`src/rtl/fetch_stage.sv`:
```
// RV32I instruction-fetch stage: owns the PC, runs the imem req/rvalid
// handshake (one outstanding request) and drives the IF/ID register.
module fetch_stage #(
  parameter int unsigned       XLEN      = 32,
  parameter logic [XLEN-1:0]   RESET_PC  = '0,
  parameter logic [31:0]       NOP_INSTR = 32'h0000_0013
) (
  input  logic            clk,
  input  logic            reset,
  output logic            imem_req,
  output logic [XLEN-1:0] imem_addr,
  input  logic            imem_ready,
  input  logic            imem_rvalid,
  input  logic [31:0]     imem_rdata,
  input  logic            stall_d,
  input  logic            flush_d,
  input  logic            pcsrc_e,
  input  logic [XLEN-1:0] pctarget_e,
  output logic [31:0]     instr_d,
  output logic [XLEN-1:0] pc_d,
  output logic [XLEN-1:0] pcplus4_d,
  output logic            valid_d
);

  typedef enum logic [1:0] {
    IDLE,
    REQ,
    WAIT,
    HOLD
  } state_t;

  state_t          state, state_n;
  logic [XLEN-1:0] pc_f, pc_f_n;
  logic [XLEN-1:0] pc_req, pc_req_n;
  logic [XLEN-1:0] pc_req_p4;
  logic            kill, kill_n;
  logic [31:0]     hold_instr, hold_n;
  logic            fwd;
  logic [31:0]     fwd_word;

  assign pc_req_p4 = pc_req + XLEN'(4);

  always_ff @(posedge clk or posedge reset) begin
    if (reset) begin
      state      <= IDLE;
      pc_f       <= RESET_PC;
      pc_req     <= RESET_PC;
      kill       <= 1'b0;
      hold_instr <= NOP_INSTR;
    end else begin
      state      <= state_n;
      pc_f       <= pc_f_n;
      pc_req     <= pc_req_n;
      kill       <= kill_n;
      hold_instr <= hold_n;
    end
  end

  always_comb begin
    state_n   = state;
    pc_f_n    = pc_f;
    pc_req_n  = pc_req;
    kill_n    = kill;
    hold_n    = hold_instr;
    imem_req  = 1'b0;
    imem_addr = pc_f;
    fwd       = 1'b0;
    fwd_word  = imem_rdata;
    unique case (state)
      IDLE: state_n = REQ;
      REQ: begin
        imem_req = 1'b1;
        if (pcsrc_e) begin
          imem_addr = pctarget_e;
          pc_f_n    = pctarget_e;
        end
        if (imem_ready) begin
          pc_req_n = imem_addr;
          state_n  = WAIT;
        end
      end
      WAIT: begin
        if (imem_rvalid) begin
          // a redirect seen now or earlier makes this word stale
          if (kill || pcsrc_e) begin
            kill_n  = 1'b0;
            state_n = REQ;
            if (pcsrc_e) pc_f_n = pctarget_e;
          end else begin
            pc_f_n = pc_req_p4;
            if (!stall_d && !flush_d) begin
              fwd     = 1'b1;
              state_n = REQ;
            end else begin
              hold_n  = imem_rdata;
              state_n = HOLD;
            end
          end
        end else if (pcsrc_e) begin
          pc_f_n = pctarget_e;
          kill_n = 1'b1;
        end
      end
      HOLD: begin
        if (pcsrc_e) begin
          pc_f_n  = pctarget_e;
          state_n = REQ;
        end else if (!stall_d && !flush_d) begin
          fwd      = 1'b1;
          fwd_word = hold_instr;
          state_n  = REQ;
        end
      end
      default: state_n = IDLE;
    endcase
  end

  always_ff @(posedge clk or posedge reset) begin
    if (reset) begin
      instr_d   <= NOP_INSTR;
      pc_d      <= '0;
      pcplus4_d <= '0;
      valid_d   <= 1'b0;
    end else if (flush_d) begin
      instr_d <= NOP_INSTR;
      valid_d <= 1'b0;
    end else if (!stall_d) begin
      if (fwd) begin
        instr_d   <= fwd_word;
        pc_d      <= pc_req;
        pcplus4_d <= pc_req_p4;
        valid_d   <= 1'b1;
      end else begin
        instr_d <= NOP_INSTR;
        valid_d <= 1'b0;
      end
    end
  end

endmodule
```
`config.mk`:
```
export PLATFORM = sky130hd
export DESIGN_NAME = fetch_stage
export DESIGN_NICKNAME = d
export VERILOG_FILES = /design/src/rtl/fetch_stage.sv
export SDC_FILE = /design/constraint.sdc
export NUM_CORES = 1
export LEC_CHECK = 0
export CAP_MARGIN = 30
export CORE_UTILIZATION = 30
export DETAILED_ROUTE_END_ITERATION = 16
export DONT_BUFFER_PORTS = 1
export GPL_TIMING_DRIVEN = 0
export PLACE_DENSITY_LB_ADDON = 0.2
export SLEW_MARGIN = 30
export SYNTH_ARGS = -nofsm -noshare
export SYNTH_HDL_FRONTEND = slang
export SYNTH_SLANG_ARGS = --single-unit
```
`constraint.sdc`:
```
create_clock -name clk -period 16.7 [get_ports clk]
set_clock_uncertainty 0.15 [all_clocks]
set_input_delay 3.34 -clock clk [delete_from_list [all_inputs] [get_ports clk]]
set_output_delay 3.34 -clock clk [all_outputs]
set_load 0.01 [all_outputs]
```
==> impl_metrics.ini <==
[run_status]
status = complete, no violations

[synth]
synth_most_common_cell = dfrtp_1
synth_area_leaders = dfrtp_1 (52%), mux2_2 (12%), mux2i_1 (3.5%), a221oi_1 (2.8%), a21oi_1 (2.8%)
async_reset_ff_frac = 1.000
yosys_warnings = 0
ys_ff_latch = 194
syn_inst = 792
synth_edf_count = 0
yosys.area.top_type = dfrtp_1
synth_common_cells = dfrtp_1 (188), mux2_2 (97), nand2_1 (51)
avgSynthCellArea_um2 = 11.35
synth_top_area_frac = 0.5235
synthFlopType = dfrtp_1
postSynthNetCount = 869
yosysUniqueCellTypes = 47
synth_area_um2 = 8986
ys_seq_area_frac = 0.5411

[critical_path]
arrival_ns = 4.80
crit_required_ns = 13.21
cp-end-kind = primary output
rr_startpoint = state[1]
critPathMaxFanout = 10
start_kind = input port
startpoint = pcsrc_e
critPathKind = in2out

[drt]
antenna_left = 0
drt_iter0_markers = 285
routed_via_density = 5.060
routed_wl_um = 26070
dr_total_vias = 6122
drc_errors = 0
wl_per_cell_um = 21.54
drtPass1Iterations = 4

[worst_hold_path]
min_from = hold_instr[25]
hp-class = reg2reg

[power]
pwr_density_cell_nw_per_um2 = 178.4
peakVddDrop_mv = 0.08104
leakagePower_nw = 4.275

[clock_tree]
clock-sinks = 194
hold_buffers = 0
clk_pin_slew_ns = 0.07
ctsResizeCount = 0
clk_latency_ns = 0.44
cts_root_buf = clkbuf_16
cts_buffers = 17
cts_tree = built
cts_setup_buffers = 0
htreeDepth = 4
clock_path_buffers = 2

[global_route]
grt_pass1_wl_um = 40790
grt_pass1_vias = 6425
grt_use_met1 = 0.2320
overflow = 0
use_met2 = 0.2761
top_usage_layer = met2
grt_start_max_net_pins = 80
grt_usage = 0.1767
use_met3 = 0.05570
antenna_found_initial = 0

[place]
place_ws_ns = 8.355
placed_cells = 1178
port_buffers = 0
gp_congestion = 0.8172
hpwl_um = 18710

[floorplanning]
core_area_um2 = 29090
placementRows = 62
fp.dieW_um = 175.1
fp.dieArea_um2 = 30650
initial_utilization = 0.3089
fp.dieH_um = 175.1
ios = 201

[sta]
setup_slack_ns = 8.408
max_freq_ghz = 0.1206
period_needed_ns = 8.292
worst_hold_slack_ns = 0.3430
drv_slew = 0
finalSetupTns_ns = 0
timing_hold_violations_final = 0
post-route-period-util = 0.4965
setup_viol_count_final = 0
worstMarginPinSlew_ns = 0.8821
rsz0062_at_grt = false
slew_headroom = 0.4080

[final_layout]
nets = 890
post-route-util = 0.3473
fillers = 2950
instances_no_fill = 1210
antenna-diode-count = 0
area_growth_pct = 12.42
layout-drive-gt1-share = 0.2070

[flow_run]
max-cap-violations = 0
-- state kept, by name, indices dropped and copies added, names as in the netlist --
name and count:
pc_d 32, hold_instr 32, instr_d 32, pcplus4_d 30
pc_f 32, state 2, valid_d 1, kill 1
pc_req 32
-- power breakdown --
group	internal, mW	total (mW)	switching, mW
clock	0.205	0.407	0.202
combinational	0.233	0.535	0.302
sequential	0.659	0.861	0.202
total	1.10	1.80	0.706
-- cell type report --
type | instances | area (um2) | area share
tap | 384 | 480.5 | 0.04756
inverter | 6 | 30.03 | 0.002973
clock buffer | 19 | 452.9 | 0.04484
timing repair buffer | 2 | 55.05 | 0.005450
sequential | 194 | 4862 | 0.4813
multi-input combinational | 533 | 3821 | 0.3783
clock inverter | 13 | 120.1 | 0.01189
buffer | 59 | 280.3 | 0.02774
-- per-stage QoR --
| stage | total power, mW | cell area (um2) |
|---|---|---|
| 3_3_place_gp | 1.404 | 9467 |
| 3_5_place_dp | 1.415 | 9529 |
| 2_1_floorplan | 1.232 | 8986 |
| 5_1_grt | 1.927 | 10100 |
| 6_report | 1.803 | 10100 |
| 4_1_cts | 1.828 | 10100 |
-- worst paths after layout --
kind / to / slack (ns) / depth (start not counted)
min in group asynchronous: instr_d[22] / 2.56 / 1
hold reg to reg: hold_instr[25] / 0.34 / 1
hold / removal: hold_instr[25] / 0.34 / 1
setup reg to reg: pc_f[12] / 13.94 / 8
setup / recovery: imem_addr[14] / 8.41 / 5
max in group asynchronous: pc_req[3] / 12.71 / 3
-- worst max-delay path, cell delays in order --
cell      delay [ns]
clkbuf_1        0.22
buf_6           0.22
nand2_1         0.23
buf_2           0.35
mux2_2          0.42
-- kinds of logic after synthesis --
group / Yosys count / share of synthesized area
XOR/XNOR: 28 / 0.02729
adder cells (fa/ha/maj): 6 / 0.008354
flip-flops: 194 / 0.5411
multiplexers: 130 / 0.1586
AND/OR/NAND/NOR: 204 / 0.1171
AO/OA/AOI/OAI: 165 / 0.1139
buffers and inverters: 65 / 0.03370
-- cell usage in the layout (no fill, tap or decap), types with 8 or more instances in the layout --
master and count:
dfrtp_1 188, mux2_2 97, nand2_1 51, a21oi_1 50, nor2_1 47, o21ai_0 37, nor2b_1 33, clkbuf_1 31
nor3_1 31, mux2i_1 31, a221oi_1 29, xor2_1 21, o22ai_1 19, buf_2 18, clkbuf_16 17, a22oi_1 15
nand3_1 11, o21ai_1 8, nand4_1 8
-- routing by layer --
metal  routed length (um)  share of wire
met5                    0              0
met4                  437          0.017
met3                 1895          0.073
met2                12050           0.46
met1                11680           0.45
Power figures use the tool's default switching activity.
